File: src/rtl/if_fetch_sequencer_if.sv
// Fetch-stage bundle: hazard/redirect controls, instruction-memory read port and IF/ID outputs.
// The sequencer drives the master side; pipeline and memory sit on the slave side.
interface if_fetch_sequencer_if;
    logic        STALL;
    logic        REDIRECT_EN;
    logic [31:0] REDIRECT_ADDR;
    logic        IMEM_BUSYWAIT;
    logic [31:0] IMEM_INSTR;
    logic        IMEM_READ;
    logic [31:0] IMEM_ADDR;
    logic [31:0] PC_OUT;
    logic [31:0] INSTR_OUT;
    logic        INSTR_VALID;
    logic        FLUSH;

    modport master (
        input  STALL, REDIRECT_EN, REDIRECT_ADDR, IMEM_BUSYWAIT, IMEM_INSTR,
        output IMEM_READ, IMEM_ADDR, PC_OUT, INSTR_OUT, INSTR_VALID, FLUSH
    );

    modport slave (
        output STALL, REDIRECT_EN, REDIRECT_ADDR, IMEM_BUSYWAIT, IMEM_INSTR,
        input  IMEM_READ, IMEM_ADDR, PC_OUT, INSTR_OUT, INSTR_VALID, FLUSH
    );
endinterface

File: src/rtl/if_fetch_sequencer.sv
// Fetch PC sequencer: issues instruction reads, fills the IF/ID register, buffers one
// instruction across stalls and drains an in-flight read after a redirect.
module if_fetch_sequencer #(
    parameter logic [31:0] RESET_VECTOR = 32'h0000_0000,
    parameter int unsigned PC_STEP      = 4
) (
    input logic                  CLOCK,
    input logic                  RESET,
    if_fetch_sequencer_if.master bus
);
    localparam logic [31:0] Nop  = 32'h0000_0013;
    localparam logic [31:0] Step = 32'(PC_STEP);

    typedef enum logic [1:0] {StIdle, StFetch, StHold, StDrain} state_t;

    state_t      state_q, state_d;
    logic [31:0] fetch_pc_q, fetch_pc_d;
    logic [31:0] drain_addr_q, drain_addr_d;
    logic [31:0] skid_pc_q, skid_pc_d;
    logic [31:0] skid_instr_q, skid_instr_d;
    logic [31:0] pc_out_q, pc_out_d;
    logic [31:0] instr_out_q, instr_out_d;
    logic        valid_q, valid_d;
    logic        flush_q, flush_d;

    logic        imem_read;
    logic [31:0] imem_addr;
    logic        done;
    logic [31:0] redirect_pc;

    assign imem_read   = (state_q == StFetch) || (state_q == StDrain);
    assign imem_addr   = (state_q == StDrain) ? drain_addr_q : fetch_pc_q;
    assign done        = imem_read && !bus.IMEM_BUSYWAIT;
    assign redirect_pc = bus.REDIRECT_ADDR & ~32'h3;

    always_comb begin
        state_d      = state_q;
        fetch_pc_d   = fetch_pc_q;
        drain_addr_d = drain_addr_q;
        skid_pc_d    = skid_pc_q;
        skid_instr_d = skid_instr_q;
        pc_out_d     = pc_out_q;
        instr_out_d  = instr_out_q;
        valid_d      = valid_q;
        flush_d      = 1'b0;

        if (bus.REDIRECT_EN) begin
            // Redirect beats stall and any data returned this cycle.
            fetch_pc_d   = redirect_pc;
            valid_d      = 1'b0;
            flush_d      = 1'b1;
            skid_pc_d    = '0;
            skid_instr_d = '0;
            unique case (state_q)
                StFetch: begin
                    if (bus.IMEM_BUSYWAIT) begin
                        drain_addr_d = imem_addr;
                        state_d      = StDrain;
                    end else begin
                        state_d = StFetch;
                    end
                end
                // Keep draining only while the old read is still in flight.
                StDrain: state_d = done ? StFetch : StDrain;
                default: state_d = StFetch;
            endcase
        end else begin
            unique case (state_q)
                StIdle: state_d = StFetch;
                StFetch: begin
                    if (done) begin
                        if (!bus.STALL) begin
                            pc_out_d    = fetch_pc_q;
                            instr_out_d = bus.IMEM_INSTR;
                            valid_d     = 1'b1;
                            fetch_pc_d  = fetch_pc_q + Step;
                        end else begin
                            skid_pc_d    = fetch_pc_q;
                            skid_instr_d = bus.IMEM_INSTR;
                            state_d      = StHold;
                        end
                    end else if (!bus.STALL) begin
                        valid_d = 1'b0;
                    end
                end
                StHold: begin
                    if (!bus.STALL) begin
                        pc_out_d    = skid_pc_q;
                        instr_out_d = skid_instr_q;
                        valid_d     = 1'b1;
                        fetch_pc_d  = fetch_pc_q + Step;
                        state_d     = StFetch;
                    end
                end
                StDrain: begin
                    if (done) state_d = StFetch;
                end
                default: state_d = StIdle;
            endcase
        end
    end

    always_ff @(posedge CLOCK) begin
        if (RESET) begin
            state_q      <= StIdle;
            fetch_pc_q   <= RESET_VECTOR;
            drain_addr_q <= '0;
            skid_pc_q    <= '0;
            skid_instr_q <= '0;
            pc_out_q     <= '0;
            instr_out_q  <= Nop;
            valid_q      <= 1'b0;
            flush_q      <= 1'b0;
        end else begin
            state_q      <= state_d;
            fetch_pc_q   <= fetch_pc_d;
            drain_addr_q <= drain_addr_d;
            skid_pc_q    <= skid_pc_d;
            skid_instr_q <= skid_instr_d;
            pc_out_q     <= pc_out_d;
            instr_out_q  <= instr_out_d;
            valid_q      <= valid_d;
            flush_q      <= flush_d;
        end
    end

    assign bus.IMEM_READ   = imem_read;
    assign bus.IMEM_ADDR   = imem_addr;
    assign bus.PC_OUT      = pc_out_q;
    assign bus.INSTR_OUT   = instr_out_q;
    assign bus.INSTR_VALID = valid_q;
    assign bus.FLUSH       = flush_q;
endmodule

File: src/flat_wrapper.sv
// flat-port wrapper written by rule: the top's interface ports become plain ports
module if_fetch_sequencer_flat 
#(
    parameter logic [31:0] RESET_VECTOR = 32'h0000_0000,
    parameter int unsigned PC_STEP      = 4
)
  (CLOCK, RESET, bus_STALL, bus_REDIRECT_EN, bus_REDIRECT_ADDR, bus_IMEM_BUSYWAIT, bus_IMEM_INSTR, bus_IMEM_READ, bus_IMEM_ADDR, bus_PC_OUT, bus_INSTR_OUT, bus_INSTR_VALID, bus_FLUSH);
  if_fetch_sequencer_if bus_i ();
  input logic CLOCK;
  input logic RESET;
  input wire logic [$bits(bus_i.STALL)-1:0] bus_STALL;
  input wire logic [$bits(bus_i.REDIRECT_EN)-1:0] bus_REDIRECT_EN;
  input wire logic [$bits(bus_i.REDIRECT_ADDR)-1:0] bus_REDIRECT_ADDR;
  input wire logic [$bits(bus_i.IMEM_BUSYWAIT)-1:0] bus_IMEM_BUSYWAIT;
  input wire logic [$bits(bus_i.IMEM_INSTR)-1:0] bus_IMEM_INSTR;
  output wire logic [$bits(bus_i.IMEM_READ)-1:0] bus_IMEM_READ;
  output wire logic [$bits(bus_i.IMEM_ADDR)-1:0] bus_IMEM_ADDR;
  output wire logic [$bits(bus_i.PC_OUT)-1:0] bus_PC_OUT;
  output wire logic [$bits(bus_i.INSTR_OUT)-1:0] bus_INSTR_OUT;
  output wire logic [$bits(bus_i.INSTR_VALID)-1:0] bus_INSTR_VALID;
  output wire logic [$bits(bus_i.FLUSH)-1:0] bus_FLUSH;
  assign bus_i.STALL = bus_STALL;
  assign bus_i.REDIRECT_EN = bus_REDIRECT_EN;
  assign bus_i.REDIRECT_ADDR = bus_REDIRECT_ADDR;
  assign bus_i.IMEM_BUSYWAIT = bus_IMEM_BUSYWAIT;
  assign bus_i.IMEM_INSTR = bus_IMEM_INSTR;
  assign bus_IMEM_READ = bus_i.IMEM_READ;
  assign bus_IMEM_ADDR = bus_i.IMEM_ADDR;
  assign bus_PC_OUT = bus_i.PC_OUT;
  assign bus_INSTR_OUT = bus_i.INSTR_OUT;
  assign bus_INSTR_VALID = bus_i.INSTR_VALID;
  assign bus_FLUSH = bus_i.FLUSH;
  if_fetch_sequencer #(.RESET_VECTOR(RESET_VECTOR), .PC_STEP(PC_STEP)) u_core (.CLOCK(CLOCK), .RESET(RESET), .bus(bus_i));
endmodule
File: config.mk
export PLATFORM = sky130hd
export DESIGN_NAME = if_fetch_sequencer_flat
export DESIGN_NICKNAME = d
export VERILOG_FILES = /design/src/rtl/if_fetch_sequencer_if.sv /design/src/rtl/if_fetch_sequencer.sv /design/src/flat_wrapper.sv
export SDC_FILE = /design/constraint.sdc
export NUM_CORES = 1
export LEC_CHECK = 0
export ABC_CLOCK_PERIOD_IN_PS = 2720
export CAP_MARGIN = 20
export CORE_MARGIN = 2
export CORE_UTILIZATION = 52
export CTS_CLUSTER_DIAMETER = 80
export DETAILED_ROUTE_END_ITERATION = 6
export PLACE_DENSITY = 0.79
export SYNTH_ARGS = -nofsm -noshare
export SYNTH_HDL_FRONTEND = slang
export SYNTH_SLANG_ARGS = --single-unit
File: constraint.sdc
create_clock -name CLOCK -period 2.72 [get_ports CLOCK]
set_input_delay 0.408 -clock CLOCK [delete_from_list [all_inputs] [get_ports CLOCK]]
set_output_delay 0.408 -clock CLOCK [all_outputs]
set_load 0.01 [all_outputs]
======== Yosys cells after proc, flatten, opt, wreduce, memory -nomap -nowiden ========
Index checks and enable logic that the tools add are counted.
storage, ports and cells
  logic and storage cells ................. 64
  register bits ........................... 196
  input bits .............................. 69
  output and inout bits ................... 99
operators by class
  add/sub/neg operators ................... 1
  reductions and logical operators ........ 14
  mux-type cells .......................... 27
  bitwise logic cells ..................... 1
  equal/unequal tests ..................... 11
operators with widths
  operator               number
  $mux 32                10
  $pmux 32 s2            3
  $add 32x3->32 const B  1
  $mux 2                 7
  $ne 3x2->1 const B     3
  $pmux 2 s4             1
  $ne 3x3->1 const B     2
  $reduce_and 2->1       3
  $reduce_and 3->1       2
  $reduce_and 5->1       1
  $eq 2x2->1 const B     2
  $mux 1                 4
  $ne 2x2->1 const B     2
  $pmux 2 s2             1
  $reduce_and 4->1       1
  $reduce_bool 3->1      1
  $eq 2x1->1 const B     1
  $logic_not 2->1        1
  $ne 2x1->1 const B     1
  $pmux 1 s2             1
  $reduce_bool 2->1      1
  $reduce_or 2->1        1
  $logic_and 1x1->1      1
  $logic_not 1->1        1
  other kinds (2)        2

======== Logic depth before layout (Yosys ltp) ========
  depth in word-level cells ............... 6
  mapped depth ............................ 9

======== Worst setup path before layout ========
OpenSTA, ideal clock, no wires.
  path kind ............................... register -> register
  from .................................... register u_core.state_q[1]
  to ...................................... register u_core.instr_out_q[14], in the netlist u_core.bus.INSTR_OUT[14]
  data required time ...................... 2.582 ns
  arrival time ............................ 1.928 ns
  path slack .............................. 0.654 ns
  cell stages (with the launch flop) ...... 10
  path buffers ............................ 4
  cell sequence ........................... dfxtp_1 inv_1 ha_1 buf_2 nor2_1 o21a_1 clkbuf_1 buf_2 buf_1 a211oi_1
between the ends
  cells in the longest elaborated chain, start to end .. 5
  elaborated cells between the ends (all ways) .. 11
  classes of those cells .................. eq/ne (6); mux (1); reduce/logical (4)
ends and longest elaborated chain
  element                                          RTL line                                            RTL
  from (decl)                                      if_fetch_sequencer.sv:16                            state_t state_q, state_d;
  from (signal assigned)                           if_fetch_sequencer.sv:105                           state_q <= StIdle;
  from (signal assigned)                           if_fetch_sequencer.sv:115                           state_q <= state_d;
  $eq 2x1->1 / $eq 2x2->1 (equally long branches)  if_fetch_sequencer.sv:31, if_fetch_sequencer.sv:68
  $logic_or 1x1->1                                 if_fetch_sequencer.sv:31                            assign imem_read = (state_q == StFetch) || (state_q == StDrain);
  $logic_and 1x1->1                                if_fetch_sequencer.sv:33                            assign done = imem_read && !bus.IMEM_BUSYWAIT;
  $ne 2x1->1 (no line)                             --
  $reduce_and 5->1 (no line)                       --
  to (signal assigned)                             if_fetch_sequencer.sv:111                           instr_out_q <= Nop;
  to (signal assigned)                             if_fetch_sequencer.sv:121                           instr_out_q <= instr_out_d;
  to (decl)                                        if_fetch_sequencer.sv:22                            logic [31:0] instr_out_q, instr_out_d;
Several ways; a longest one is shown, not always the timed one.
A chain may end at the register's enable or synchronous reset.

======== Worst setup path in the final report ========
  from .................................... register u_core.state_q[1]
  to ...................................... output bus_IMEM_ADDR[11]
between the ends
  cells in the longest elaborated chain, start to end .. 2
ends and longest elaborated chain
  element     RTL line                  RTL
  $eq 2x2->1  if_fetch_sequencer.sv:32  assign imem_addr = (state_q == StDrain) ? drain_addr_q : fetch_pc_q;
  $mux 32     if_fetch_sequencer.sv:32
  to (decl)   flat_wrapper.sv:17        output wire logic [$bits(bus_i.IMEM_ADDR)-1:0] bus_IMEM_ADDR;
Every way passes these cells.

==> flow_metrics.py <==
metrics = {
    "status": {
        "status": "complete, no violations",
    },
    "timing": {
        "rsz0062_at_grt": "no",
        "fin_tns_setup_ps": 0,
        "setup_viol": 0,
        "period_minus_slack_ps": 2610,
        "drv_slew": 0,
        "relSlewSlack": 0.510,
        "clock.fmax_mhz": 383,
        "hold_violations": 0,
        "fin_crit_sh": 0.961,
        "clock_skew_ps": 5.68,
        "worstMarginPinSlew_ps": 735,
    },
    "yosys": {
        "synth-seq-cells": 190,
        "synth_xor_xnor_area_share": 0.00615,
        "synth-simple-area-share": 0.195,
        "synth_top_area_share": 0.445,
        "synthFlopType": "dfxtp_1",
        "synthTopCellsByArea": "dfxtp_1, mux2i_1, nand2_1",
        "yosys_warnings": 0,
        "synthDistinctLibCells": 57,
        "synth_top_family_by_area": "simple AND/OR/NAND/NOR gates",
        "synth_edf_count": 0,
        "synthArstFlopShare": 0,
        "synth_compound_area_frac": 0.155,
        "synthesis.area_um2": 8540,
        "synthCells": 989,
        "ys_seq_area_frac": 0.445,
        "avgSynthCellArea_um2": 8.64,
        "yosysTopAreaCell": "dfxtp_1",
        "yosys.area_share.adder": 0.00586,
        "muxShareOfSynthArea": 0.143,
    },
    "worst_setup_path": {
        "crit_fanout": 39,
        "worstPathCellList": "ha_1, buf_12, mux2_2, clkdlybuf4s50_1",
        "max_stage_delay_ps": 480,
        "cp.arrival_ps": 2210,
        "end_kind": "primary output",
        "critical_path_class": "flop to primary output",
        "slowest_stage": "clkdlybuf4s50_1",
        "cp-start-kind": "flop",
        "worstPathRequired_ps": 2310,
    },
    "drt": {
        "antenna_left": 0,
        "drc": 0,
        "num_vias": 7590,
        "drt_first_pass_iters": 5,
        "wirelength_um": 22400,
        "via_per_inst": 5.66,
        "top_layer": "met4",
        "wl_per_cell_um": 16.7,
        "met2_length_um": 10400,
        "wl_met1_um": 10100,
        "dr_wl_met3_um": 1430,
        "drtIter0Drc": 643,
    },
    "clock_tree": {
        "htreeDepth": 4,
        "cts_resized": 0,
        "root_buffer": "clkbuf_16",
        "insertion_delay_ps": 430,
        "clk_pin_slew_worst_paths_ps": 70,
        "clock_sinks": 190,
        "cts_max_path_buffers": 2,
        "post_cts_buffers": 0,
        "cts_tree": "yes",
        "numCtsBuffers": 17,
        "cts_hold_buf": 0,
    },
    "place": {
        "port_buffers": 163,
        "dp.cells": 1310,
        "routabilityCongestion": 0.848,
        "dp_hpwl_um": 15200,
    },
    "global_routing": {
        "grt_use_total": 0.252,
        "antenna_found_initial": 0,
        "grt_max_degree": 63,
        "grt_pass1_vias": 6974,
        "overflow": 0,
        "grt_pass1_wl_um": 35800,
    },
    "power_and_ir_drop": {
        "p_leak_nw": 3.61,
        "powerDensity_nw_per_um2": 588,
        "ir_worst_vdd_v": 0.000466,
    },
    "layout": {
        "syn2layout_area_growth_pct": 28.2,
        "finalNonFillerCells": 1341,
        "diodes": 0,
        "num-nets-final": 1186,
        "drive_gt1_frac": 0.0898,
    },
    "worst_hold_path": {
        "hold_path_class": "input pin to flop",
    },
    "run": {
        "maxCapViolCount": 0,
    },
    "die": {
        "fp.coreArea_um2": 16000,
        "die_x_um": 132,
        "die_area_um2": 17500,
        "ios": 168,
        "initial_core_util": 0.534,
        "die_h_um": 132,
        "num_rows": 46,
    },
}
==> routing by layer <==
metal  GRT usage  up-vias
li1            -     3751
met2       0.407      286
met4      0.0890        0
met3      0.0411       37
met1       0.343     3516
met5           0        -
==> placed cells by master (no fill, tap or decap), drive strengths merged, types with 5 or more instances in the layout <==
cell and count:
dfxtp 190, clkdlybuf4s50 162, nand2 147, nor2 123, mux2i 93, a21oi 72, a211oi 67, buf 32
mux2 26, clkbuf 21, nand3 18, nor4 13, nand4 12, a311oi 12, inv 11, o21ai 10
nor3 10, clkinv 8, o31ai 7, or4 6, and2 6, and3 6, nor2b 5, nor3b 5
xnor2 5
==> registers in the layout (all words and copies together) (netlist names) <==
register / cells
u_core.bus.INSTR_OUT: 32
u_core.drain_addr_q: 32
u_core.skid_instr_q: 32
u_core.bus.PC_OUT: 30
u_core.fetch_pc_q: 30
u_core.skid_pc_q: 30
u_core.state_q: 2
u_core.bus.FLUSH: 1
u_core.bus.INSTR_VALID: 1
==> worst max-delay path, delay by kind of cell (launching register included) <==
kind                     cells  cell delay, ps
buffers and inverters        2             700
adder cells (fa/ha/maj)      1             230
flip-flops                   1             410
multiplexers                 1             390
==> final timing paths <==
kind                                              from                 endpoint  slack [ps]  cells after the start
worst max register to register       u_core.state_q[1]    u_core.fetch_pc_q[13]         420                      6
worst min-delay path                             RESET  u_core.drain_addr_q[26]         380                      2
worst max-delay path                 u_core.state_q[1]        bus_IMEM_ADDR[11]         110                      4
worst min register to register  u_core.drain_addr_q[0]   u_core.drain_addr_q[0]         450                      1
==> stage by stage <==
| step | cell area (µm²) | setup slack [ps] | hold slack (ps) | power [mW] | utilization |
|---|---|---|---|---|---|
| floorplan | 8550 | 654 | 421 | 3.61 | - |
| global placement | 10400 | 355 | 434 | 4.10 | 0.650 |
| detailed placement | 10400 | 353 | 440 | 4.12 | 0.650 |
| CTS | 11000 | 99.8 | 379 | 6.47 | 0.685 |
| global route | 11000 | 20.0 | 402 | 6.68 | 0.685 |
| finish | 11000 | 107 | 385 | 6.44 | 0.685 |
==> where the power goes <==
group | total, mW | internal (mW) | switching [mW]
clock network | 2.38 | 1.33 | 1.05
registers | 3.05 | 2.92 | 0.127
logic | 1.02 | 0.521 | 0.496
total | 6.44 | 4.77 | 1.67
==> Yosys cell counts (4+ instances only) <==
cell and number:
nor3b_1 5, nor4_1 12, mux2i_1 93, nand4_1 12, and2_1 5, o311ai_0 4
a311oi_1 12, and4_1 4, inv_1 10, xnor2_1 5, dfxtp_1 190, a211oi_1 67
nand3_1 17, nor2_1 123, nor2b_1 5, and3_1 6, o31ai_1 7, ha_1 4
nand2b_1 4, mux2_2 26, a21oi_1 72, or2_2 4, nand2_1 147, buf_2 14
clkbuf_1 62, o21ai_0 9, nor3_1 9, buf_1 9, or4_1 6
==> kinds of logic (layout without fill, tap and decap cells) <==
kind of cell / after synthesis / after routing
other: 1 / 2
multiplexers: 119 / 119
flip-flops: 190 / 190
adder cells (fa/ha/maj): 4 / 4
AO/OA/AOI/OAI: 197 / 197
XOR/XNOR: 6 / 6
AND/OR/NAND/NOR: 371 / 371
buffers and inverters: 101 / 236
==> layout make-up <==
cell class	instances	area, µm²
fill	1343	5040
multi-input combinational	699	4340
sequential	190	3800
timing repair buffer	194	1940
clock buffer	21	470
tap	216	270
clock inverter	10	88.8
inverter	11	41.3
No activity file was read; power rests on OpenSTA's default activity.
